### config.mk
export PLATFORM = sky130hd
export DESIGN_NAME = branch_resolve_unit
export DESIGN_NICKNAME = d
export VERILOG_FILES = /design/src/rtl/branch_resolve_unit.sv
export SDC_FILE = /design/constraint.sdc
export NUM_CORES = 1
export LEC_CHECK = 0
export CORE_MARGIN = 2
export CORE_UTILIZATION = 55
export CTS_BUF_LIST = sky130_fd_sc_hd__clkbuf_4 sky130_fd_sc_hd__clkbuf_8
export CTS_CLUSTER_SIZE = 24
export DETAILED_ROUTE_END_ITERATION = 10
export PLACE_DENSITY_LB_ADDON = 0.05
export RECOVER_POWER = 25
export REMOVE_ABC_BUFFERS = 1
export SETUP_SLACK_MARGIN = 0.1
export SKIP_LAST_GASP = 1
export SLEW_MARGIN = 20
export SYNTH_ARGS = -nofsm -noshare
export SYNTH_HDL_FRONTEND = slang
export SYNTH_SLANG_ARGS = --single-unit
export TNS_END_PERCENT = 5
### constraint.sdc
create_clock -name clk -period 9.1 [get_ports clk]
set_input_delay 0.91 -clock clk [delete_from_list [all_inputs] [get_ports clk]]
set_output_delay 0.91 -clock clk [all_outputs]
set_load 0.02 [all_outputs]
### src/rtl/branch_resolve_unit.sv
// -----------------------------------------------------------------------------
// branch_resolve_unit
//
// Resolves the conditional branch held in the EX slot against the 2-bit
// predictor's ID-stage guess. Produces the one-cycle update/taken training
// pulse, the flush pulse and redirect PC on a misprediction, and saturating
// branch / mispredict performance counters. Every output is registered.
//
// Ports:
//   clk             core clock, rising edge
//   rst             asynchronous, active-high reset
//   stall           pipeline hold; EX slot freezes, no resolution
//   id_is_branch    ID instruction is a conditional branch
//   id_pc           PC of the ID instruction
//   id_target       branch target of the ID instruction
//   branch_predict  predictor guess for the ID branch (1 = taken)
//   ex_cond         actual branch condition for the EX instruction
//   update          one-cycle predictor training pulse
//   taken           resolved outcome accompanying update
//   flush           one-cycle kill/refetch pulse
//   redirect_pc     correct next PC, valid while flush = 1
//   branch_cnt      resolved branches, saturating
//   mispredict_cnt  mispredicted branches, saturating
// -----------------------------------------------------------------------------
module branch_resolve_unit #(
  parameter int PC_WIDTH  = 32,
  parameter int CNT_WIDTH = 16
) (
  input  logic                 clk,
  input  logic                 rst,
  input  logic                 stall,
  input  logic                 id_is_branch,
  input  logic [PC_WIDTH-1:0]  id_pc,
  input  logic [PC_WIDTH-1:0]  id_target,
  input  logic                 branch_predict,
  input  logic                 ex_cond,
  output logic                 update,
  output logic                 taken,
  output logic                 flush,
  output logic [PC_WIDTH-1:0]  redirect_pc,
  output logic [CNT_WIDTH-1:0] branch_cnt,
  output logic [CNT_WIDTH-1:0] mispredict_cnt
);

  localparam logic [PC_WIDTH-1:0]  PC_STEP = PC_WIDTH'(4);
  localparam logic [CNT_WIDTH-1:0] CNT_MAX = {CNT_WIDTH{1'b1}};

  // Saturating increment: a counter at all-ones stays there.
  function automatic logic [CNT_WIDTH-1:0] sat_inc(input logic [CNT_WIDTH-1:0] cnt);
    if (cnt == CNT_MAX) begin
      return cnt;
    end else begin
      return cnt + CNT_WIDTH'(1);
    end
  endfunction

  logic                ex_valid_r;
  logic                ex_pred_r;
  logic [PC_WIDTH-1:0] ex_pc_r;
  logic [PC_WIDTH-1:0] ex_target_r;

  logic                resolve_s;
  logic                mispredict_s;
  logic                kill_s;
  logic [PC_WIDTH-1:0] next_pc_s;

  // Resolution decode and wrong-path kill for the instruction entering EX.
  always_comb begin
    resolve_s    = 1'b0;
    mispredict_s = 1'b0;
    kill_s       = 1'b0;
    next_pc_s    = ex_pc_r + PC_STEP;
    if (ex_valid_r && !stall) begin
      resolve_s    = 1'b1;
      mispredict_s = (ex_cond != ex_pred_r);
    end else begin
      resolve_s    = 1'b0;
      mispredict_s = 1'b0;
    end
    // The ID instruction is wrong-path both in the mispredict cycle and
    // in the following flush cycle.
    kill_s = mispredict_s | flush;
    if (ex_cond) begin
      next_pc_s = ex_target_r;
    end else begin
      next_pc_s = ex_pc_r + PC_STEP;
    end
  end

  // EX slot: capture from ID when not stalled, otherwise hold.
  always_ff @(posedge clk or posedge rst) begin
    if (rst) begin
      ex_valid_r  <= 1'b0;
      ex_pred_r   <= 1'b0;
      ex_pc_r     <= '0;
      ex_target_r <= '0;
    end else if (!stall) begin
      ex_valid_r  <= id_is_branch & ~kill_s;
      ex_pred_r   <= branch_predict;
      ex_pc_r     <= id_pc;
      ex_target_r <= id_target;
    end else begin
      ex_valid_r  <= ex_valid_r;
      ex_pred_r   <= ex_pred_r;
      ex_pc_r     <= ex_pc_r;
      ex_target_r <= ex_target_r;
    end
  end

  // Registered training, flush and redirect outputs.
  always_ff @(posedge clk or posedge rst) begin
    if (rst) begin
      update      <= 1'b0;
      taken       <= 1'b0;
      flush       <= 1'b0;
      redirect_pc <= '0;
    end else begin
      update <= resolve_s;
      taken  <= resolve_s & ex_cond;
      flush  <= mispredict_s;
      // redirect_pc only changes alongside a flush pulse.
      if (mispredict_s) begin
        redirect_pc <= next_pc_s;
      end else begin
        redirect_pc <= redirect_pc;
      end
    end
  end

  // Saturating performance counters.
  always_ff @(posedge clk or posedge rst) begin
    if (rst) begin
      branch_cnt     <= '0;
      mispredict_cnt <= '0;
    end else begin
      if (resolve_s) begin
        branch_cnt <= sat_inc(branch_cnt);
      end else begin
        branch_cnt <= branch_cnt;
      end
      if (mispredict_s) begin
        mispredict_cnt <= sat_inc(mispredict_cnt);
      end else begin
        mispredict_cnt <= mispredict_cnt;
      end
    end
  end

endmodule
==> impl_results.html, run 1 <==
<table>
<tr><th>Metric</th><th>Value</th></tr>
<tr><th colspan="2">Floorplan</th></tr>
<tr><td>Number of core rows</td><td>38</td></tr>
<tr><td>Die X-Extent</td><td>109 um</td></tr>
<tr><td>Die outline area</td><td>11900 um2</td></tr>
<tr><td>Number of top-level pins</td><td>137</td></tr>
<tr><td>Die Y</td><td>109 um</td></tr>
<tr><td>Initial Utilization</td><td>56.1%</td></tr>
<tr><td>Total core area</td><td>10800 um2</td></tr>
<tr><th colspan="2">Synthesis</th></tr>
<tr><td>Synthesized netlist cell count</td><td>522</td></tr>
<tr><td>Post-Synthesis Mean Instance Area</td><td>11.7 um2</td></tr>
<tr><td>Number of warnings issued by yosys</td><td>0</td></tr>
<tr><td>Number of unique standard cell types used by synthesis</td><td>46</td></tr>
<tr><td>Mapped cell area</td><td>6090 um2</td></tr>
<tr><td>Ys async rst share</td><td>100%</td></tr>
<tr><td>Portion of the post-synthesis area used by sequential elements</td><td>54.7%</td></tr>
<tr><td>Dominant register cell in the synthesized netlist</td><td>sky130_fd_sc_hd__dfrtp_1</td></tr>
<tr><td>Number of register bits inferred by synthesis</td><td>133</td></tr>
<tr><td>Post-synth EDFFs</td><td>0</td></tr>
<tr><th colspan="2">Routing</th></tr>
<tr><td>DR DRC count</td><td>0</td></tr>
<tr><td>Total vias in the final route</td><td>4488</td></tr>
<tr><td>Iter 0 DRT Violations</td><td>213</td></tr>
<tr><td>Average vias per placed instance</td><td>5.53</td></tr>
<tr><td>Per-cell routed wire length</td><td>16.9 um</td></tr>
<tr><td>Drt first pass iters</td><td>4</td></tr>
<tr><td>Final wirelength</td><td>13700 um</td></tr>
<tr><td>Final antenna-violating net count</td><td>0</td></tr>
<tr><th colspan="2">STA</th></tr>
<tr><td>Highest attainable clock frequency</td><td>0.216 GHz</td></tr>
<tr><td>Total negative setup slack</td><td>0 ns</td></tr>
<tr><td>Final Hold Fails</td><td>0</td></tr>
<tr><td>Number of failing setup endpoints in the final timing report</td><td>0</td></tr>
<tr><td>Relative slew slack</td><td>-138%</td></tr>
<tr><td>Worst hold-check slack</td><td>0.490 ns</td></tr>
<tr><td>RSZ-0062 raised after global routing</td><td>false</td></tr>
<tr><td>Worst clock skew on the final layout</td><td>0.0105 ns</td></tr>
<tr><td>Ratio of final minimum period to clock period</td><td>50.8%</td></tr>
<tr><td>Final worst-path setup slack</td><td>4.48 ns</td></tr>
<tr><td>Pin slew with the least headroom to its limit</td><td>3.57 ns</td></tr>
<tr><td>Max Transition Viols Final</td><td>159</td></tr>
<tr><td>Shortest clock period the worst path allows after layout</td><td>4.62 ns</td></tr>
<tr><th colspan="2">GRT</th></tr>
<tr><td>Via count of the first global-routing pass</td><td>4430</td></tr>
<tr><td>GR Layer Usage met3</td><td>5.86%</td></tr>
<tr><td>GRT Overall Usage</td><td>24.5%</td></tr>
<tr><td>M2 GR Usage</td><td>38.8%</td></tr>
<tr><td>Number of antenna violations at the first check in global routing</td><td>0</td></tr>
<tr><td>Met1 usage</td><td>33.7%</td></tr>
<tr><td>Pin count of the biggest net entering global routing</td><td>84</td></tr>
<tr><td>Global route overflow</td><td>0</td></tr>
<tr><td>Most heavily used metal layer in global routing</td><td>met2</td></tr>
<tr><td>Global-route wire length before repair</td><td>22300 um</td></tr>
<tr><th colspan="2">Finish</th></tr>
<tr><td>Count of nets after finishing</td><td>731</td></tr>
<tr><td>Proportion of layout cells with a drive suffix above 1</td><td>18.2%</td></tr>
<tr><td>Final standard cell area without fillers</td><td>7950 um2</td></tr>
<tr><td>Commonest non-fill, non-tap cells in the layout</td><td>sky130_fd_sc_hd__dfrtp_1 (133), sky130_fd_sc_hd__clkdlybuf4s50_1 (133), sky130_fd_sc_hd__mux2_2 (67)</td></tr>
<tr><td>Utilization of the core after routing</td><td>73.3%</td></tr>
<tr><td>Final instance count without filler cells</td><td>811</td></tr>
<tr><td># diodes</td><td>0</td></tr>
<tr><td>Layout Area Growth over Synthesis</td><td>30.6%</td></tr>
<tr><th colspan="2">Min path</th></tr>
<tr><td>Classification of the worst-slack hold path</td><td>reg2reg</td></tr>
<tr><th colspan="2">Power</th></tr>
<tr><td>Proportion of power drawn by flip-flops and latches</td><td>44.0%</td></tr>
<tr><td>Switching Share</td><td>30.2%</td></tr>
<tr><td>Internal power</td><td>1.25 mW</td></tr>
<tr><td>Overall power after layout</td><td>1.80 mW</td></tr>
<tr><td>Leak Pwr</td><td>3.30 nW</td></tr>
<tr><td>Power per standard cell area</td><td>226 nW/um2</td></tr>
<tr><td>Maximum vdd drop</td><td>0.145 mV</td></tr>
<tr><td>Psw</td><td>0.543 mW</td></tr>
<tr><td>Comb power frac</td><td>27.3%</td></tr>
<tr><td>Fraction of power consumed by the clock network</td><td>28.8%</td></tr>
<tr><th colspan="2">Clocking</th></tr>
<tr><td>Worst skew pair latency</td><td>0.43 ns</td></tr>
<tr><td>H-Tree Level Count</td><td>4</td></tr>
<tr><td>Number of CTS-inserted buffers</td><td>17</td></tr>
<tr><td>Number of hold-repair buffers added at the cts stage</td><td>0</td></tr>
<tr><td>Clock edge transition at the registers on the reported setup and hold paths</td><td>0.07 ns</td></tr>
<tr><td>Number of setup buffers added after CTS</td><td>0</td></tr>
<tr><td>Clock sinks</td><td>133</td></tr>
<tr><td>Bufs on Longest Clock Path</td><td>2</td></tr>
<tr><td>Clock root cell</td><td>sky130_fd_sc_hd__clkbuf_8</td></tr>
<tr><td>Clock tree from TritonCTS</td><td>done</td></tr>
<tr><td>Resize count post-CTS</td><td>0</td></tr>
<tr><th colspan="2">Setup path</th></tr>
<tr><td>Sort of element at the end of the critical path</td><td>register</td></tr>
<tr><td>Critical Path RT</td><td>9.36 ns</td></tr>
<tr><td>Critical path arrival</td><td>4.88 ns</td></tr>
<tr><td>Max FO, Critical Path</td><td>43</td></tr>
<tr><td>WS Path Type</td><td>in2reg</td></tr>
<tr><td>Setup crit start kind</td><td>input pin</td></tr>
<tr><th colspan="2">Placed design</th></tr>
<tr><td>DP Wirelength</td><td>9480 um</td></tr>
<tr><td>Cell Count Post-Placement</td><td>779</td></tr>
<tr><td>Worst setup slack after placement</td><td>5.08 ns</td></tr>
<tr><td>Final estimated routing congestion in global placement</td><td>0.823</td></tr>
<tr><td>Post-detailed-placement cell area</td><td>7550 um2</td></tr>
<tr><td>Port Buf Inserts</td><td>136</td></tr>
<tr><th colspan="2">Status</th></tr>
<tr><td>Failing checks</td><td>capacitance limit, slew limit</td></tr>
<tr><td>Outcome</td><td>finished with violations</td></tr>
<tr><th colspan="2">Flow run</th></tr>
<tr><td>Max-capacitance violation count</td><td>3</td></tr>
</table>
## final timing paths
check / from / end / slack, ns / cells past startpoint
setup / recovery: ex_cond / redirect_pc[9] / 4.48 / 7
min in group asynchronous: rst / mispredict_cnt[5] / 1.54 / 2
max in group asynchronous: rst / ex_pc_r[12] / 6.06 / 3
setup reg to reg: ex_pred_r / redirect_pc[15] / 6.08 / 5
hold reg to reg: redirect_pc[18] / redirect_pc[18] / 0.49 / 2
hold / removal: redirect_pc[18] / redirect_pc[18] / 0.49 / 2
## cell families (layout without fill, tap and decap cells)
| family | after synthesis | in the layout | share of synthesized area (%) |
|---|---|---|---|
| DFF | 133 | 133 | 54.7 |
| AOI/OAI and AO/OA | 81 | 81 | 8.68 |
| muxes | 74 | 74 | 13.7 |
| and+or+nand+nor | 157 | 157 | 13.7 |
| adders and majority gates | 3 | 3 | 0.617 |
| xor gates and xnor gates | 47 | 47 | 6.76 |
| buffers and inverters | 27 | 176 | 1.85 |
## layout make-up
cell class              count  area (um2)
flip-flops and latches    133        3330
fillers                   818        2900
multi-input cells         362        2630
repair buffers            139        1370
clock buffers              24         299
well taps                 140         175
clock inverters             8         124
inverters                   5        20.0
## power by group through the flow
| stage | combinational, mW | sequential [mW] | clock (mW) |
|---|---|---|---|
| 2_1_floorplan | 0.165 | 0.870 | 0 |
| 3_3_place_gp | 0.476 | 0.796 | 0 |
| 3_5_place_dp | 0.491 | 0.799 | 0 |
| 4_1_cts | 0.493 | 0.790 | 0.523 |
| 5_1_grt | 0.526 | 0.802 | 0.555 |
| 6_report | 0.490 | 0.790 | 0.516 |
## synth_stat cells (10+ instances only)
| library cell | n | area share [%] |
|---|---|---|
| sky130_fd_sc_hd__dfrtp_1 | 133 | 55 |
| sky130_fd_sc_hd__mux2_2 | 67 | 12 |
| sky130_fd_sc_hd__nand2_1 | 40 | 2.5 |
| sky130_fd_sc_hd__nor2_1 | 40 | 2.5 |
| sky130_fd_sc_hd__a21oi_1 | 29 | 2.4 |
| sky130_fd_sc_hd__xor2_1 | 28 | 4.0 |
| sky130_fd_sc_hd__nand3_1 | 26 | 2.1 |
| sky130_fd_sc_hd__xnor2_1 | 19 | 2.7 |
| sky130_fd_sc_hd__o21ai_0 | 18 | 1.5 |
| sky130_fd_sc_hd__and3_1 | 12 | 1.2 |
| sky130_fd_sc_hd__nand4_1 | 11 | 1.1 |
| sky130_fd_sc_hd__o22ai_1 | 10 | 1.0 |
## sequential cells by signal, summed over array words and instances (netlist names)
register / count
ex_valid_r: 1
mispredict_cnt: 16
update: 1
ex_pred_r: 1
ex_pc_r: 32
ex_target_r: 32
redirect_pc: 32
flush: 1
branch_cnt: 16
taken: 1
## critical path: stages
cell and delay (ns):
sky130_fd_sc_hd__buf_2 0.08, sky130_fd_sc_hd__clkbuf_1 1.34, sky130_fd_sc_hd__xor2_1 0.26, sky130_fd_sc_hd__nand2_2 0.74, sky130_fd_sc_hd__inv_2 0.46, sky130_fd_sc_hd__nand2_1 0.83, sky130_fd_sc_hd__o22ai_1 0.20
## metal layers
metal  up-vias  part of all wire (%)
li1       2115                     -
met1      2230                    44
met2       130                    50
met3        13                   5.3
met4         0                   1.3
met5         -                     0
Note: power is estimated with default switching activity, not from simulation.
==> run 2, diff against run 1 <==
CORE_UTILIZATION = 52   (was 55)
clock period = 4.3 ns   (was 9.1 ns; I/O delays follow)
==> run 2 against run 1 <==
- wire length grew 1.5%
- total power up 110%
- cell count grew 0.62%
- clock skew is 0.00093 ns lower
- largest cell class unchanged
- die area up 5.6%
- final area is 0.20% higher
- non-clock buffer count rose by 2
- largest power group unchanged
- the run now ends clean
- hold slack worse by 0.071 ns
- combinational power grew 110%
==> impl_results.html, run 2 (synthesis gave the netlist of run 1 again) <==
<table>
<tr><th>Metric</th><th>Value</th></tr>
<tr><th colspan="2">Status</th></tr>
<tr><td>Outcome</td><td>completed</td></tr>
<tr><th colspan="2">Power</th></tr>
<tr><td>Power per standard cell area</td><td>470 nW/um2 (+110%)</td></tr>
<tr><td>Maximum vdd drop</td><td>0.337 mV (+130%)</td></tr>
<tr><td>Leak Pwr</td><td>3.30 nW (-0.11%)</td></tr>
<tr><td>Internal power</td><td>2.57 mW (+100%)</td></tr>
<tr><td>Proportion of power drawn by flip-flops and latches</td><td>44.5% (+0.5 points)</td></tr>
<tr><td>Overall power after layout</td><td>3.74 mW (+110%)</td></tr>
<tr><td>Psw</td><td>1.17 mW (+120%)</td></tr>
<tr><td>Comb power frac</td><td>27.4% (about the same)</td></tr>
<tr><td>Fraction of power consumed by the clock network</td><td>28.1% (-0.7 points)</td></tr>
<tr><td>Switching Share</td><td>31.4% (+1.1 points)</td></tr>
<tr><th colspan="2">Setup path</th></tr>
<tr><td>FF-to-FF setup slack</td><td>2.04 ns (-4.04 ns)</td></tr>
<tr><td>WS Path Type</td><td>reg2reg</td></tr>
<tr><td>Setup crit start kind</td><td>register</td></tr>
<tr><td>Sort of element at the end of the critical path</td><td>register</td></tr>
<tr><td>Max FO, Critical Path</td><td>30 (-30%)</td></tr>
<tr><td>Reg2reg end</td><td>redirect_pc[14]</td></tr>
<tr><td>R2R depth</td><td>6 (+1)</td></tr>
<tr><td>Critical Path RT</td><td>4.64 ns (-4.72 ns)</td></tr>
<tr><td>Critical path arrival</td><td>2.60 ns (-2.28 ns)</td></tr>
<tr><td>Source of the worst register-to-register timing path</td><td>ex_valid_r</td></tr>
<tr><th colspan="2">Placed design</th></tr>
<tr><td>DP Wirelength</td><td>9500 um (+0.20%)</td></tr>
<tr><td>Worst setup slack after placement</td><td>1.81 ns (-3.27 ns)</td></tr>
<tr><td>Port Buf Inserts</td><td>136 (unchanged)</td></tr>
<tr><td>Final estimated routing congestion in global placement</td><td>0.817 (-0.72%)</td></tr>
<tr><th colspan="2">Finish</th></tr>
<tr><td>Registers with the most flip-flops</td><td>ex_pc_r: 32 flops, ex_target_r: 32 flops, redirect_pc: 32 flops</td></tr>
<tr><td>Commonest non-fill, non-tap cells in the layout</td><td>sky130_fd_sc_hd__dfrtp_1 (133), sky130_fd_sc_hd__clkdlybuf4s50_1 (133), sky130_fd_sc_hd__mux2_2 (67)</td></tr>
<tr><td>Flip-flop and latch area</td><td>3330 um2 (unchanged)</td></tr>
<tr><td>Count of nets after finishing</td><td>733 (+0.27%)</td></tr>
<tr><td>Layout Area Growth over Synthesis</td><td>30.8%</td></tr>
<tr><td># diodes</td><td>0 (unchanged)</td></tr>
<tr><td>Filler cell count</td><td>868 (+6.1%)</td></tr>
<tr><td>Area used by multi-input combinational logic</td><td>2640 um2 (+0.29%)</td></tr>
<tr><td>Proportion of layout cells with a drive suffix above 1</td><td>19.2% (+0.99 points)</td></tr>
<tr><th colspan="2">STA</th></tr>
<tr><td>Shortest clock period the worst path allows after layout</td><td>2.26 ns</td></tr>
<tr><td>Ratio of final minimum period to clock period</td><td>52.4%</td></tr>
<tr><td>Relative slew slack</td><td>38.1% (+180 points)</td></tr>
<tr><td>Pin slew with the least headroom to its limit</td><td>0.927 ns (-2.64 ns)</td></tr>
<tr><td>RSZ-0062 raised after global routing</td><td>false</td></tr>
<tr><td>Final worst-path setup slack</td><td>2.04 ns (-2.43 ns)</td></tr>
<tr><td>Total negative setup slack</td><td>0 ns (unchanged)</td></tr>
<tr><td>Highest attainable clock frequency</td><td>0.443 GHz</td></tr>
<tr><td>Worst hold-check slack</td><td>0.419 ns (-0.0713 ns)</td></tr>
<tr><td>Worst clock skew on the final layout</td><td>0.00953 ns (-0.000927 ns)</td></tr>
<tr><td>Max Transition Viols Final</td><td>0 (-100%)</td></tr>
<tr><td>Final Hold Fails</td><td>0 (unchanged)</td></tr>
<tr><td>Number of failing setup endpoints in the final timing report</td><td>0 (unchanged)</td></tr>
<tr><th colspan="2">Clocking</th></tr>
<tr><td>H-Tree Level Count</td><td>4 (unchanged)</td></tr>
<tr><td>Clock sinks</td><td>133 (unchanged)</td></tr>
<tr><td>Resize count post-CTS</td><td>0 (unchanged)</td></tr>
<tr><td>Number of CTS-inserted buffers</td><td>17 (unchanged)</td></tr>
<tr><td>Worst skew pair latency</td><td>0.44 ns (about the same)</td></tr>
<tr><td>Number of hold-repair buffers added at the cts stage</td><td>0 (unchanged)</td></tr>
<tr><td>Bufs on Longest Clock Path</td><td>2 (unchanged)</td></tr>
<tr><td>Clock edge transition at the registers on the reported setup and hold paths</td><td>0.07 ns (about the same)</td></tr>
<tr><td>Clock root cell</td><td>sky130_fd_sc_hd__clkbuf_8</td></tr>
<tr><td>Number of setup buffers added after CTS</td><td>0 (unchanged)</td></tr>
<tr><td>Clock tree from TritonCTS</td><td>done</td></tr>
<tr><th colspan="2">GRT</th></tr>
<tr><td>GRT Overall Usage</td><td>22.9% (-1.5 points)</td></tr>
<tr><td>Number of antenna violations at the first check in global routing</td><td>0 (unchanged)</td></tr>
<tr><td>Via count of the first global-routing pass</td><td>4476 (+1.0%)</td></tr>
<tr><td>Pin count of the biggest net entering global routing</td><td>85 (+1.2%)</td></tr>
<tr><td>Global-route wire length before repair</td><td>22700 um (+1.7%)</td></tr>
<tr><td>Global route overflow</td><td>0 (unchanged)</td></tr>
<tr><th colspan="2">Flow run</th></tr>
<tr><td>Max-capacitance violation count</td><td>0 (-3)</td></tr>
<tr><th colspan="2">Routing</th></tr>
<tr><td>Iter 0 DRT Violations</td><td>266 (+25%)</td></tr>
<tr><td>Per-cell routed wire length</td><td>17.0 um (+0.86%)</td></tr>
<tr><td>Final antenna-violating net count</td><td>0 (unchanged)</td></tr>
<tr><td>DR DRC count</td><td>0 (unchanged)</td></tr>
<tr><td>Drt first pass iters</td><td>4 (unchanged)</td></tr>
<tr><td>Final wirelength</td><td>13900 um (+1.5%)</td></tr>
<tr><td>Average vias per placed instance</td><td>5.55 (+0.25%)</td></tr>
<tr><td>Total vias in the final route</td><td>4527 (+0.87%)</td></tr>
<tr><th colspan="2">Floorplan</th></tr>
<tr><td>Die outline area</td><td>12600 um2 (+5.6%)</td></tr>
<tr><td>Total core area</td><td>11400 um2 (+5.3%)</td></tr>
<tr><td>Die Y</td><td>112 um (+2.7%)</td></tr>
<tr><td>Number of core rows</td><td>39 (+2.6%)</td></tr>
<tr><td>Initial Utilization</td><td>53.3% (-2.8 points)</td></tr>
<tr><td>Die X-Extent</td><td>112 um (+2.7%)</td></tr>
<tr><td>Number of top-level pins</td><td>137 (unchanged)</td></tr>
<tr><th colspan="2">Min path</th></tr>
<tr><td>Hold Crit Endpoint</td><td>taken</td></tr>
<tr><td>Start point of the worst hold path</td><td>stall</td></tr>
<tr><td>Classification of the worst-slack hold path</td><td>in2reg</td></tr>
<tr><td>Hold depth</td><td>3 (+1)</td></tr>
</table>
==> run 2: changes by cell type in the layout (fill, tap and decap cells not counted), moves of 3 or more <==
cell	previous run	this run
sky130_fd_sc_hd__buf_4	0	5
sky130_fd_sc_hd__clkbuf_4	5	0
sky130_fd_sc_hd__clkbuf_1	3	0
sky130_fd_sc_hd__clkinvlp_4	2	6
==> run 2: routing by layer <==
| layer | GRT usage [%] | up-vias | part of all wire (%) |
|---|---|---|---|
| met1 | 31.6 | 2223 | 44 |
| met5 | 0 | - | 0 |
| li1 | - | 2131 | - |
| met3 | 5.83 | 19 | 6.0 |
| met2 | 36.1 | 154 | 48 |
| met4 | 7.40 | 0 | 1.7 |
==> run 2: through the flow <==
stage,util (%),instance area (um2),instances
finish,69.7,7960,816
detailed placement,66.3,7560,784
global placement,66.3,7560,784
floorplan,-,5990,500
global route,69.7,7960,816
CTS,69.8,7970,816
==> run 2: area by class of cell <==
class | instances | share of cell area, %
multi-input combinational | 362 | 33.1
clock inverter | 12 | 1.62
sequential | 133 | 41.8
inverter | 5 | 0.299
timing repair buffer | 141 | 17.4
tap | 143 | 2.25
clock buffer | 20 | 3.46
==> run 2: worst max-delay path, stage by stage (launching register included) <==
cell and delay (ns):
sky130_fd_sc_hd__dfrtp_1 0.37, sky130_fd_sc_hd__nand2b_1 0.12, sky130_fd_sc_hd__inv_2 0.13, sky130_fd_sc_hd__nand2_2 0.07, sky130_fd_sc_hd__inv_2 0.40, sky130_fd_sc_hd__nand2_1 0.68
sky130_fd_sc_hd__o22ai_1 0.37
==> run 2: how the worst max path moves through the flow <==
stage | startpoint | endpoint | slack (ns) | depth (start not counted)
finish | ex_valid_r | redirect_pc[14] | 2.04 | 6
global route | ex_valid_r | redirect_pc[16] | 1.84 | 6
CTS | ex_pred_r | redirect_pc[15] | 2.04 | 5
detailed placement | ex_cond | redirect_pc[14] | 1.81 | 6
global placement | ex_cond | redirect_pc[15] | 1.86 | 6
floorplan | rst | branch_cnt[0] | 0.32 | 1
==> run 2: power by group through the flow <==
| stage | clock [mW] | combinational [mW] | sequential [mW] |
|---|---|---|---|
| floorplan | 0 | 0.349 | 1.84 |
| global placement | 0 | 1.02 | 1.68 |
| detailed placement | 0 | 1.03 | 1.69 |
| CTS | 1.07 | 1.04 | 1.67 |
| global route | 1.14 | 1.10 | 1.70 |
| finish | 1.05 | 1.03 | 1.67 |
